[src/rtl/bist_sequencer_pkg.sv]
// Shared types and helpers for the scan-BIST sequencer.
// Provides the FSM state enum, the registered control-output bundle,
// default signature settings and the counter width helper.
package bist_pkg;

   typedef enum logic [2:0] {
      IDLE,
      INIT,
      SHIFT,
      CAPTURE,
      UNLOAD,
      COMPARE,
      DONE
   } bist_state_e;

   // Control outputs that are decoded from the FSM state and then registered
   typedef struct packed {
      logic running;
      logic scan_en;
      logic lfsr_load;
      logic misr_clear;
      logic misr_en;
      logic bist_end;
   } bist_ctrl_t;

   localparam int         DEFAULT_SIG_WIDTH       = 8;
   localparam logic [7:0] DEFAULT_SIGNATURE_VALID = 8'h27;

   // Bits needed to hold values 0..max_val inclusive (never less than 1)
   function automatic int cnt_width(input int max_val);
      return (max_val < 1) ? 1 : $clog2(max_val + 1);
   endfunction

endpackage

[src/rtl/bist_sequencer_if.sv]
// Handshake and control bundle between the BIST sequencer and its
// environment (start request, MISR signature, LFSR/MISR/UUT controls).
// Optional macro BIST_ABORT_EN adds the bist_abort input and aborted flag.
interface bist_sequencer_if #(
   parameter int SIG_WIDTH = 8,
   parameter int CNT_W     = 5
);
   logic                 bist_start;
   logic [SIG_WIDTH-1:0] signature;
   logic                 running;
   logic                 scan_en;
   logic                 lfsr_load;
   logic                 misr_clear;
   logic                 misr_en;
   logic [CNT_W-1:0]     pattern_cnt;
   logic                 bist_end;
   logic                 pass_fail;
`ifdef BIST_ABORT_EN
   logic                 bist_abort;
   logic                 aborted;

   // Environment side: requests a session and supplies the signature
   modport master (
      output bist_start, signature, bist_abort,
      input  running, scan_en, lfsr_load, misr_clear, misr_en,
             pattern_cnt, bist_end, pass_fail, aborted
   );
   // Sequencer side
   modport slave (
      input  bist_start, signature, bist_abort,
      output running, scan_en, lfsr_load, misr_clear, misr_en,
             pattern_cnt, bist_end, pass_fail, aborted
   );
`else
   // Environment side: requests a session and supplies the signature
   modport master (
      output bist_start, signature,
      input  running, scan_en, lfsr_load, misr_clear, misr_en,
             pattern_cnt, bist_end, pass_fail
   );
   // Sequencer side
   modport slave (
      input  bist_start, signature,
      output running, scan_en, lfsr_load, misr_clear, misr_en,
             pattern_cnt, bist_end, pass_fail
   );
`endif
endinterface

[src/rtl/bist_phase_counter.sv]
// Loadable up-counter with terminal-count flag.
// At MAX_VAL the counter either wraps to zero (WRAP=1) or saturates (WRAP=0);
// tc is high while the count equals TERMINAL.
module bist_phase_counter #(
   parameter int WIDTH    = 4,
   parameter int TERMINAL = 0,
   parameter int MAX_VAL  = 0,
   parameter bit WRAP     = 1'b1
) (
   input  logic             clock,
   input  logic             reset,
   input  logic             clr,
   input  logic             inc,
   output logic [WIDTH-1:0] count,
   output logic             tc
);
   localparam logic [WIDTH-1:0] TERM_V = WIDTH'(TERMINAL);
   localparam logic [WIDTH-1:0] MAX_V  = WIDTH'(MAX_VAL);

   logic [WIDTH-1:0] cnt_q;
   logic [WIDTH-1:0] cnt_d;

   // Next count: clear has priority, then increment with wrap or saturation
   always_comb begin
      cnt_d = cnt_q;
      if (clr) begin
         cnt_d = '0;
      end else if (inc) begin
         if (cnt_q == MAX_V) begin
            cnt_d = WRAP ? '0 : cnt_q;
         end else begin
            cnt_d = cnt_q + WIDTH'(1);
         end
      end
   end

   // Count register, cleared asynchronously by the active-low reset
   always_ff @(posedge clock or negedge reset) begin
      if (!reset) begin
         cnt_q <= '0;
      end else begin
         cnt_q <= cnt_d;
      end
   end

   assign count = cnt_q;
   assign tc    = (cnt_q == TERM_V);

endmodule

[src/rtl/bist_sequencer.sv]
// Scan-BIST sequencer: seed load, NUM_PATTERNS shift/capture loops, a final
// CHAIN_LEN-cycle unload, then a full-width signature compare.
// All control outputs are decoded from the next state and registered, so no
// input reaches an output combinationally.
// Optional macro BIST_ABORT_EN adds bist_abort/aborted: an abort in any active
// state jumps straight to DONE with pass_fail cleared.
module bist_sequencer
   import bist_pkg::*;
#(
   parameter int                   CHAIN_LEN       = 8,
   parameter int                   NUM_PATTERNS    = 16,
   parameter int                   SIG_WIDTH       = DEFAULT_SIG_WIDTH,
   parameter logic [SIG_WIDTH-1:0] SIGNATURE_VALID = DEFAULT_SIGNATURE_VALID
) (
   input  logic              clock,
   input  logic              reset,
   bist_sequencer_if.slave   bus
);
   localparam int CNT_W   = cnt_width(NUM_PATTERNS);
   localparam int SHIFT_W = cnt_width(CHAIN_LEN);

   bist_state_e        state_q, state_d;
   bist_ctrl_t         ctrl_q, ctrl_d;
   logic               pass_fail_q, pass_fail_d;
   logic               abort_hit;
   logic               shift_tc, pat_tc;
   logic [SHIFT_W-1:0] shift_cnt;
   logic [CNT_W-1:0]   pat_cnt;
   logic               unused_shift_cnt;

   // Only the terminal flag of the shift counter steers the FSM
   assign unused_shift_cnt = ^shift_cnt;

`ifdef BIST_ABORT_EN
   logic aborted_q, aborted_d;
   assign abort_hit = bus.bist_abort && (state_q != IDLE) && (state_q != DONE);
`else
   assign abort_hit = 1'b0;
`endif

   // Shift cycles within one pattern (and the unload); wraps after CHAIN_LEN
   bist_phase_counter #(
      .WIDTH    (SHIFT_W),
      .TERMINAL (CHAIN_LEN - 1),
      .MAX_VAL  (CHAIN_LEN - 1),
      .WRAP     (1'b1)
   ) u_shift_cnt (
      .clock (clock),
      .reset (reset),
      .clr   (state_d == INIT),
      .inc   ((state_q == SHIFT) || (state_q == UNLOAD)),
      .count (shift_cnt),
      .tc    (shift_tc)
   );

   // Completed captures; saturates at NUM_PATTERNS
   bist_phase_counter #(
      .WIDTH    (CNT_W),
      .TERMINAL (NUM_PATTERNS - 1),
      .MAX_VAL  (NUM_PATTERNS),
      .WRAP     (1'b0)
   ) u_pat_cnt (
      .clock (clock),
      .reset (reset),
      .clr   (state_d == INIT),
      .inc   (state_q == CAPTURE),
      .count (pat_cnt),
      .tc    (pat_tc)
   );

   // State, registered outputs and result flags
   always_ff @(posedge clock or negedge reset) begin
      if (!reset) begin
         state_q     <= IDLE;
         ctrl_q      <= '0;
         pass_fail_q <= 1'b0;
`ifdef BIST_ABORT_EN
         aborted_q   <= 1'b0;
`endif
      end else begin
         state_q     <= state_d;
         ctrl_q      <= ctrl_d;
         pass_fail_q <= pass_fail_d;
`ifdef BIST_ABORT_EN
         aborted_q   <= aborted_d;
`endif
      end
   end

   // Next-state: schedule walk, abort overrides any normal transition
   always_comb begin
      state_d = state_q;
      unique case (state_q)
         IDLE:    if (bus.bist_start) state_d = INIT;
         INIT:    state_d = SHIFT;
         SHIFT:   if (shift_tc) state_d = CAPTURE;
         CAPTURE: state_d = pat_tc ? UNLOAD : SHIFT;
         UNLOAD:  if (shift_tc) state_d = COMPARE;
         COMPARE: state_d = DONE;
         DONE:    if (!bus.bist_start) state_d = IDLE;
         default: state_d = IDLE;
      endcase
      if (abort_hit) begin
         state_d = DONE;
      end
   end

   // Output decode from the next state so the registered outputs track state_q
   always_comb begin
      ctrl_d = '0;
      unique case (state_d)
         INIT: begin
            ctrl_d.running    = 1'b1;
            ctrl_d.lfsr_load  = 1'b1;
            ctrl_d.misr_clear = 1'b1;
         end
         SHIFT, UNLOAD: begin
            ctrl_d.running = 1'b1;
            ctrl_d.scan_en = 1'b1;
            ctrl_d.misr_en = 1'b1;
         end
         CAPTURE: begin
            ctrl_d.running = 1'b1;
            ctrl_d.misr_en = 1'b1;
         end
         COMPARE: ctrl_d.running  = 1'b1;
         DONE:    ctrl_d.bist_end = 1'b1;
         default: ctrl_d = '0;
      endcase
   end

   // Result flags: cleared on entry to INIT, set by compare or abort
   always_comb begin
      pass_fail_d = pass_fail_q;
`ifdef BIST_ABORT_EN
      aborted_d   = aborted_q;
`endif
      if (state_d == INIT) begin
         pass_fail_d = 1'b0;
`ifdef BIST_ABORT_EN
         aborted_d   = 1'b0;
`endif
      end else if (abort_hit) begin
         pass_fail_d = 1'b0;
`ifdef BIST_ABORT_EN
         aborted_d   = 1'b1;
`endif
      end else if (state_q == COMPARE) begin
         pass_fail_d = (bus.signature == SIGNATURE_VALID);
      end
   end

   assign bus.running     = ctrl_q.running;
   assign bus.scan_en     = ctrl_q.scan_en;
   assign bus.lfsr_load   = ctrl_q.lfsr_load;
   assign bus.misr_clear  = ctrl_q.misr_clear;
   assign bus.misr_en     = ctrl_q.misr_en;
   assign bus.bist_end    = ctrl_q.bist_end;
   assign bus.pass_fail   = pass_fail_q;
   assign bus.pattern_cnt = pat_cnt;
`ifdef BIST_ABORT_EN
   assign bus.aborted     = aborted_q;
`endif

endmodule

[src/flat_wrapper.sv]
// flat-port wrapper written by rule: the top's interface ports become plain ports
module bist_sequencer_flat import bist_pkg::*;
#(
   parameter int                   CHAIN_LEN       = 8,
   parameter int                   NUM_PATTERNS    = 16,
   parameter int                   SIG_WIDTH       = DEFAULT_SIG_WIDTH,
   parameter logic [SIG_WIDTH-1:0] SIGNATURE_VALID = DEFAULT_SIGNATURE_VALID
)
  (clock, reset, bus_bist_start, bus_signature, bus_running, bus_scan_en, bus_lfsr_load, bus_misr_clear, bus_misr_en, bus_pattern_cnt, bus_bist_end, bus_pass_fail);
  bist_sequencer_if #(.SIG_WIDTH(SIG_WIDTH), .CNT_W(5)) bus_i ();
  input  logic clock;
  input  logic reset;
  input wire logic [$bits(bus_i.bist_start)-1:0] bus_bist_start;
  input wire logic [$bits(bus_i.signature)-1:0] bus_signature;
  output wire logic [$bits(bus_i.running)-1:0] bus_running;
  output wire logic [$bits(bus_i.scan_en)-1:0] bus_scan_en;
  output wire logic [$bits(bus_i.lfsr_load)-1:0] bus_lfsr_load;
  output wire logic [$bits(bus_i.misr_clear)-1:0] bus_misr_clear;
  output wire logic [$bits(bus_i.misr_en)-1:0] bus_misr_en;
  output wire logic [$bits(bus_i.pattern_cnt)-1:0] bus_pattern_cnt;
  output wire logic [$bits(bus_i.bist_end)-1:0] bus_bist_end;
  output wire logic [$bits(bus_i.pass_fail)-1:0] bus_pass_fail;
  assign bus_i.bist_start = bus_bist_start;
  assign bus_i.signature = bus_signature;
  assign bus_running = bus_i.running;
  assign bus_scan_en = bus_i.scan_en;
  assign bus_lfsr_load = bus_i.lfsr_load;
  assign bus_misr_clear = bus_i.misr_clear;
  assign bus_misr_en = bus_i.misr_en;
  assign bus_pattern_cnt = bus_i.pattern_cnt;
  assign bus_bist_end = bus_i.bist_end;
  assign bus_pass_fail = bus_i.pass_fail;
  bist_sequencer #(.CHAIN_LEN(CHAIN_LEN), .NUM_PATTERNS(NUM_PATTERNS), .SIG_WIDTH(SIG_WIDTH), .SIGNATURE_VALID(SIGNATURE_VALID)) u_core (.clock(clock), .reset(reset), .bus(bus_i));
endmodule
[config.mk]
export PLATFORM = sky130hd
export DESIGN_NAME = bist_sequencer_flat
export DESIGN_NICKNAME = d
export VERILOG_FILES = /design/src/rtl/bist_sequencer_pkg.sv /design/src/rtl/bist_sequencer_if.sv /design/src/rtl/bist_phase_counter.sv /design/src/rtl/bist_sequencer.sv /design/src/flat_wrapper.sv
export SDC_FILE = /design/constraint.sdc
export NUM_CORES = 1
export LEC_CHECK = 0
export BUFFER_PORTS_ARGS = -buffer_cell sky130_fd_sc_hd__clkbuf_2
export CORE_UTILIZATION = 29
export CTS_CLUSTER_SIZE = 12
export DETAILED_ROUTE_END_ITERATION = 10
export SLEW_MARGIN = 0
export SYNTH_ARGS = -nofsm -noshare
export SYNTH_HDL_FRONTEND = slang
export SYNTH_SLANG_ARGS = --single-unit
[constraint.sdc]
create_clock -name clock -period 1.69 [get_ports clock]
set_input_delay 0.4225 -clock clock [delete_from_list [all_inputs] [get_ports clock]]
set_output_delay 0.4225 -clock clock [all_outputs]
set_load 0.03 [all_outputs]
Word-level counts from Yosys, hierarchy flattened. Index checks and enable logic that the tools add are counted.

Flip-flop bits (word level): 19. Memories kept: 0. Bits in latches: 0. Logic and storage cells: 57. RAM bits: 0. ROM bits: 0. Output and inout port bits: 12.

$lt $le $gt $ge: 0. Add/sub/neg operators: 2. Shift-type cells: 0. Multiply operators: 0. Div/mod/pow operators: 0. Bitwise gates (word level): 0. Eq/ne operators: 17. Mux-type cells: 19. Reductions and logical operators: 9.

Operators with widths (number): case mux 3 bit (7 select lines) (1); equality test 3 bit, second input constant (6); two-way mux 3 bit (5); two-way mux 5 bit (3); equality test 3 x 2 -> 1 bit, second input constant (4); two-way mux 4 bit (3); equality test 8 x 6 -> 1 bit, second input constant (1); equality test 3 x 1 -> 1 bit, second input constant (2); two-way mux 1 bit (6); nonzero test 2 bit (3); adder 5 x 1 -> 5 bit, second input constant (1); equality test 5 x 4 -> 1 bit, second input constant (1); equality test 5 bit, second input constant (1); OR reduction 5 bit (1); adder 4 x 1 -> 4 bit, second input constant (1); equality test 4 x 3 -> 1 bit, second input constant (1); logical NOT 3 bit (1); OR reduction 3 bit (1); two-way mux 2 bit (1); inequality test 2 bit, second input constant (1); AND reduction 2 bit (1); OR reduction 2 bit (1); logical OR 1 bit (1).

Longest topological paths before layout. Gate-level depths: netlist of the first run.

Word-level depth: 6. Mapped depth: 6. Depth with buffers taken out: 6.

Modules after synthesis. A second synthesis of the first run with hierarchy kept.

Cell total of the unflattened synthesis: 90. Area, all modules: 965.9 sq um.

By module, submodules not included: bist_sequencer (area an instance 459.2 sq um, instances 1, cells an instance 42); bist_phase_counter (u_core.u_pat_cnt) (area an instance 294.0 sq um, instances 1, cells an instance 29); bist_phase_counter (u_core.u_shift_cnt) (area an instance 212.7 sq um, instances 1, cells an instance 19).

Least setup slack after synthesis of the first run. OpenSTA, ideal clock, no wires.

Path kind: register -> register. Start: reg u_core.u_pat_cnt.cnt_q[0], in the netlist u_core.u_pat_cnt.count[0]. End: reg u_core.u_pat_cnt.cnt_q[4], in the netlist u_core.u_pat_cnt.count[4]. Library setup time: 0.104 ns. Setup slack: 0.128 ns. Path buffers: 0. Arrival time: 1.458 ns. Stages on the path, launching flop included: 5. Required time: 1.586 ns. Period minus slack after synthesis: 1.562 ns. Cell sequence: dfrtp_1 ha_1 and3_1 ha_1 a221oi_1.

Longest elaborated chain between the ends: 6. Elaborated cells between the ends (all ways): 12.

Ends and longest elaborated chain: start: declaration (RTL line bist_phase_counter.sv:20) `logic [WIDTH-1:0] cnt_q;`; start signal: assignment (RTL line bist_phase_counter.sv:42) `cnt_q <= cnt_d;`; equality test 5 x 4 -> 1 bit (RTL line bist_phase_counter.sv:47) `assign tc = (cnt_q == TERM_V);`; two-way mux 3 bit (RTL line bist_sequencer.sv:97) `CAPTURE: state_d = pat_tc ? UNLOAD : SHIFT;`; case mux 3 bit (7 select lines) (RTL line bist_sequencer.sv:93) `unique case (state_q)`; equality test 3 x 1 -> 1 bit (RTL line bist_sequencer.sv:65) `.clr (state_d == INIT),`; inequality test 2 bit (no source line) / nonzero test 2 bit (equally long branches); AND reduction 2 bit (no source line).

Several ways; a longest one is shown, not always the timed one. The select of a mux whose other input is x is not followed. A chain may end at the register's enable or synchronous reset.

Worst setup path after layout of the first run.
Start: reg u_core.u_pat_cnt.cnt_q[1], in the netlist u_core.u_pat_cnt.count[1]. End: reg u_core.u_pat_cnt.cnt_q[4], in the netlist u_core.u_pat_cnt.count[4].

Same word-level chain as after synthesis.

==> qor.csv, run 1 <==
metric,value,unit
cpPeakStageDelay,430,ps
start_util,0.306,
hold_class,in2async,
place_congestion,0.875,
track_usage,0.135,
io_pins,23,
insertion_delay,290,ps
holdBufCountCts,0,
diodes,0,
power_density,1530,mW/mm2
antenna_found_initial,0,
antenna_left,0,
pwr-share-comb,0.491,
num_rows,21,
period_needed,1490,ps
post-place-ws,184,ps
drc,0,
outcome,finished clean,
dp_hpwl,1.60,mm
synth_top_cell_by_area,dfrtp_1,
grt_setup_unrepaired,false,
tightest_slew,450,ps
dpl_cell_area,0.00121,mm2
switchingPower,0.000814,W
slew_headroom,0.700,
fin_skew,5.74,ps
setup_slack,196,ps
drt-initial-drc-count,62,
cpMaxStageDelayCell,dfrtp_1,
fin_nets,148,
fillCellCount,346,
crit_type,reg2reg,
cp_cell_sequence,"ha_1, and3_1, ha_1, a221oi_1",
total_leakage_power,0.568,nW
syn-instance-count,107,
cap_violations,0,
drt-total-wl,2.19,mm
slew_violations,0,
finalHoldViolations,0,
grt_use_met1,0.177,
tns,0,ps
dr.pass1.iters,4,
global_route.overflow_total,0,
met3_usage,0.0373,
critical_path.top_delay_family,adder cells,
cts_setup_buffers,0,
synth.most_common_cell,dfrtp_1,
crit_path_end_kind,register,
cts_inserted_buffers,3,
path_clk_slew,110,ps
syn2layout_area_growth,19.9,%
syn_area,0.00104,mm2
grt_pass1_vias,832,
finalPower,0.00190,W
grt_max_degree,25,
cts_tree,yes,
worst-path-max-fanout,4,
crit_required,1880,ps
ys_ff_latch,18,
grtUsageMet2,0.220,
startpoint_type,register,
yosysTopAreaCellShare,0.434,
seq_area,450,um2
io_buffers,22,
vdd_drop_max,0.649,mV
vias,879,
multi_input_area,510,um2
stdcell_area,0.00124,mm2
fp.dieArea,0.00382,mm2
finalSetupViolCount,0,
netlist_top_cells_count,"18 x dfrtp_1, 12 x o21ai_0, 7 x inv_1",
die_h,61.8,um
clockPowerShare,0.139,
clock.fmax,669,MHz
clock_path_buffers,2,
synth-async-reset-ratio,1.00,
core,0.00339,mm2
ys_seq_area_frac,0.434,
synth_cell_types,41,
fp.dieW,61.8,um
cp_common_cell,ha_1,
power_frac_seq,0.370,
yosysWarnings,0,
p_int,0.00109,W
cts-root-buf,clkbuf_4,
drive_gt1_frac,0.273,
syn_area_per_cell,9.71,um2
synthTopCellsByArea,"dfrtp_1 43%, o21ai_0 5.8%, ha_1 4.8%, a21oi_1 2.9%, inv_1 2.5%",
critPathBufInv,0,
swShare,0.428,
clock_sinks,18,
routed_via_density,4.94,
top_usage_layer,met2,
wl_per_cell,12.3,um
synth-main-ff-cell,dfrtp_1,
synth_edf_count,0,
post_cts_resized,0,
htree_levels,1,
syn_nets,122,
grt_pass1_wl,3.77,mm
cp.arrival,1680,ps
fin_crit_sh,0.884,
==> through the flow <==
step | hold slack [ps] | utilization | cells
after floorplan | 127 | - | 107
after global placement | 392 | 0.357 | 174
after detailed placement | 401 | 0.357 | 174
after CTS | 64.1 | 0.367 | 178
after global routing | 82.5 | 0.367 | 178
final | 52.5 | 0.367 | 178
==> kinds of logic after synthesis <==
logic type | share of synthesized area
AOI/OAI and AO/OA | 0.180
xor gates and xnor gates | 0.00844
adders and majority gates | 0.0482
buffers and inverters | 0.0747
DFF | 0.434
muxes | 0.0193
and+or+nand+nor | 0.236
==> layout by cell type (no fill, tap or decap), drive strengths merged, types with 4 or more instances in the layout <==
cell,instances
buf,6
a21oi,6
o21ai,12
nand3,5
clkbuf,26
dfrtp,18
ha,4
nand2,4
inv,7
==> area by class of cell <==
cell class                      count  share of cell area
Multi-Input combinational cell     74               0.410
Clock buffer                        4              0.0291
Inverter                            8              0.0281
Timing Repair Buffer               28               0.125
Sequential cell                    18               0.362
Tap cell                           46              0.0462
==> worst register-to-register path, stage by stage, from the launching register on <==
cell and delay [ps]:
dfrtp_1 430, ha_1 230, and3_1 200, ha_1 260
a221oi_1 280
==> power groups by stage <==
stage	Combinational, W	Sequential [W]	Clock (W)
after global placement	0.000918	0.000704	0
after global routing	0.00106	0.000734	0.000293
after floorplan	0.000555	0.000826	0
after detailed placement	0.000940	0.000710	0
after CTS	0.000941	0.000702	0.000281
final	0.000934	0.000704	0.000264
==> flip-flops by register name, summed over array words and instances (netlist names) <==
name and cells:
u_core.u_pat_cnt.count 5, u_core.bus.misr_en 1, u_core.bus.running 1, u_core.bus.bist_end 1
u_core.bus.scan_en 1, u_core.bus.pass_fail 1, u_core.u_shift_cnt.count 4, u_core.bus.lfsr_load 1
u_core.state_q 3
==> per-layer routing <==
layer,vias to the layer above,wire length (um)
li1,445,-
met1,418,1110
met2,16,1020
met3,0,61
met4,0,0
met5,-,0
==> worst paths after layout <==
check | from | endpoint | slack [ps] | cells past startpoint
worst max-delay path | u_core.u_pat_cnt.count[1]$_DFFE_PN0P_ | u_core.u_pat_cnt.count[4]$_DFFE_PN0P_ | 200 | 4
worst min-delay path | reset | u_core.bus.bist_end$_DFF_PN0_ | 50 | 1
worst max register to register | u_core.u_pat_cnt.count[1]$_DFFE_PN0P_ | u_core.u_pat_cnt.count[4]$_DFFE_PN0P_ | 200 | 4
worst min register to register | u_core.bus.pass_fail$_DFFE_PN0P_ | u_core.bus.pass_fail$_DFFE_PN0P_ | 520 | 2
max in group asynchronous | reset | u_core.u_pat_cnt.count[3]$_DFFE_PN0P_ | 1320 | 1
min in group clock | bus_signature[0] | u_core.bus.pass_fail$_DFFE_PN0P_ | 380 | 3
Power figures use the tool's default switching activity.
==> run 2: changes to the inputs <==
--- a/config.mk
+++ b/config.mk
@@ -9,6 +9,7 @@
 export CORE_UTILIZATION = 29
 export CTS_CLUSTER_SIZE = 12
 export DETAILED_ROUTE_END_ITERATION = 10
+export PLACE_DENSITY = 0.57
 export SLEW_MARGIN = 0
 export SYNTH_ARGS = -nofsm -noshare
 export SYNTH_HDL_FRONTEND = slang
==> run 2 against run 1 <==
Sequential share of layout area increased by 0.40 points. Core utilization decreased by 0.41 points. Clock skew decreased by 4.0 ps. Final cell count decreased by 0.56%. First-iteration DRC count decreased by 31%. Fmax decreased by 1.4%. Worst hold slack improved by 8.5 ps. Via count increased by 3.3%. Critical endpoint unchanged. Power decreased by 1.8%.
==> qor.csv, run 2 (same netlist as run 1, synthesis figures left out) <==
metric,value,unit
outcome,finished clean,
num_rows,21,
clock_sinks,18,
layout.cells.most_common,clkbuf_2,
cts_setup_buffers,0,
p_int,0.00104,W
worst-path-max-fanout,4,
path_clk_slew,100,ps
drc,0,
finalSetupViolCount,0,
crit_type,reg2reg,
grt_pass1_vias,906,
slew_headroom,0.685,
grt_max_degree,19,
syn2layout_area_growth,18.6,%
crit_start,u_core.u_pat_cnt.count[0]$_DFFE_PN0P_,
crit_path_end_kind,register,
insertion_delay,290,ps
io_pins,23,
core,0.00339,mm2
io_buffers,22,
post-place-ws,163,ps
startpoint_type,register,
fin_nets,148,
antenna_found_initial,0,
tns,0,ps
cts_inserted_buffers,3,
finalPower,0.00187,W
swShare,0.446,
finalHoldViolations,0,
dr.pass1.iters,4,
dp.cells,174,
dp_hpwl,1.72,mm
grt_setup_unrepaired,false,
cts-root-buf,clkbuf_4,
global_route.overflow_total,0,
pwr-share-comb,0.503,
drt-total-wl,2.35,mm
diodes,0,
fin_skew,1.69,ps
clock.fmax,660,MHz
most-common-layout-cells,"22 x clkbuf_2, 18 x dfrtp_1, 12 x o21ai_0, 7 x inv_1",
crit_required,1880,ps
post_cts_resized,0,
period_needed,1520,ps
drt-initial-drc-count,43,
clockPowerShare,0.116,
tightest_slew,472,ps
die_h,61.8,um
switchingPower,0.000832,W
start_util,0.306,
track_usage,0.149,
fp.dieW,61.8,um
place_congestion,0.821,
cp.arrival,1700,ps
cap_violations,0,
routed_via_density,5.13,
power_density,1520,mW/mm2
antenna_left,0,
cts_tree,yes,
drive_gt1_frac,0.267,
fin_crit_sh,0.897,
total_leakage_power,0.560,nW
setup_slack,175,ps
hold_class,in2async,
clock_path_buffers,2,
htree_levels,1,
vias,908,
holdBufCountCts,0,
vdd_drop_max,0.598,mV
post-route-util,0.363,
slew_violations,0,
largest_register_ff_count,5,
final_cells,177,
crit-reg2reg-launch,u_core.u_pat_cnt.count[0]$_DFFE_PN0P_,
fp.dieArea,0.00382,mm2
wl_per_cell,13.3,um
fillCellCount,347,
power_frac_seq,0.381,
grt_pass1_wl,4.14,mm
[run 2: metal layers]
metal,vias to the layer above,share of wire,GRT usage
met5,-,0,0
met4,0,0.0098,0.0381
met3,2,0.033,0.0373
met2,21,0.49,0.260
met1,445,0.47,0.183
li1,440,-,-
[run 2: path summary, 6_finish.rpt]
check                      cells past startpoint                                 endpoint  slack [ps]
min reg2reg                                    2         u_core.bus.pass_fail$_DFFE_PN0P_         530
max reg2reg                                    6    u_core.u_pat_cnt.count[4]$_DFFE_PN0P_         170
min                                            1    u_core.u_pat_cnt.count[0]$_DFFE_PN0P_          60
max in group asynchronous                      1  u_core.u_shift_cnt.count[1]$_DFFE_PN0P_        1310
min in group clock                             3         u_core.bus.pass_fail$_DFFE_PN0P_         380
max                                            6    u_core.u_pat_cnt.count[4]$_DFFE_PN0P_         170
[run 2: final cells by class]
| type | count | area [um2] | share of cell area |
|---|---|---|---|
| repair buffers | 28 | 155 | 0.126 |
| multi-input cells | 74 | 510 | 0.415 |
| flip-flops and latches | 18 | 450 | 0.366 |
| clock buffers | 3 | 22.5 | 0.0183 |
| inverters | 8 | 35.0 | 0.0285 |
| well taps | 46 | 57.6 | 0.0467 |
[run 2: critical path: stages (launching register included)]
cell and delay, ps:
dfrtp_1 390, buf_4 150, inv_1 70, ha_1 150, nand4bb_1 140, and2_1 230
a221oi_1 280
[run 2: power groups by stage]
stage | clock network (W) | logic, W | registers (W)
2_1_floorplan | 0 | 0.000555 | 0.000826
3_3_place_gp | 0 | 0.000913 | 0.000707
3_5_place_dp | 0 | 0.000944 | 0.000718
4_1_cts | 0.000224 | 0.000946 | 0.000710
5_1_grt | 0.000239 | 0.00106 | 0.000733
6_report | 0.000217 | 0.000939 | 0.000712
[run 2: through the flow]
stage	cell area (um2)	hold WS [ps]
floorplan	1040	127
global placement	1210	397
detailed placement	1210	399
CTS	1230	70.0
global route	1230	85.1
finish	1230	61.1
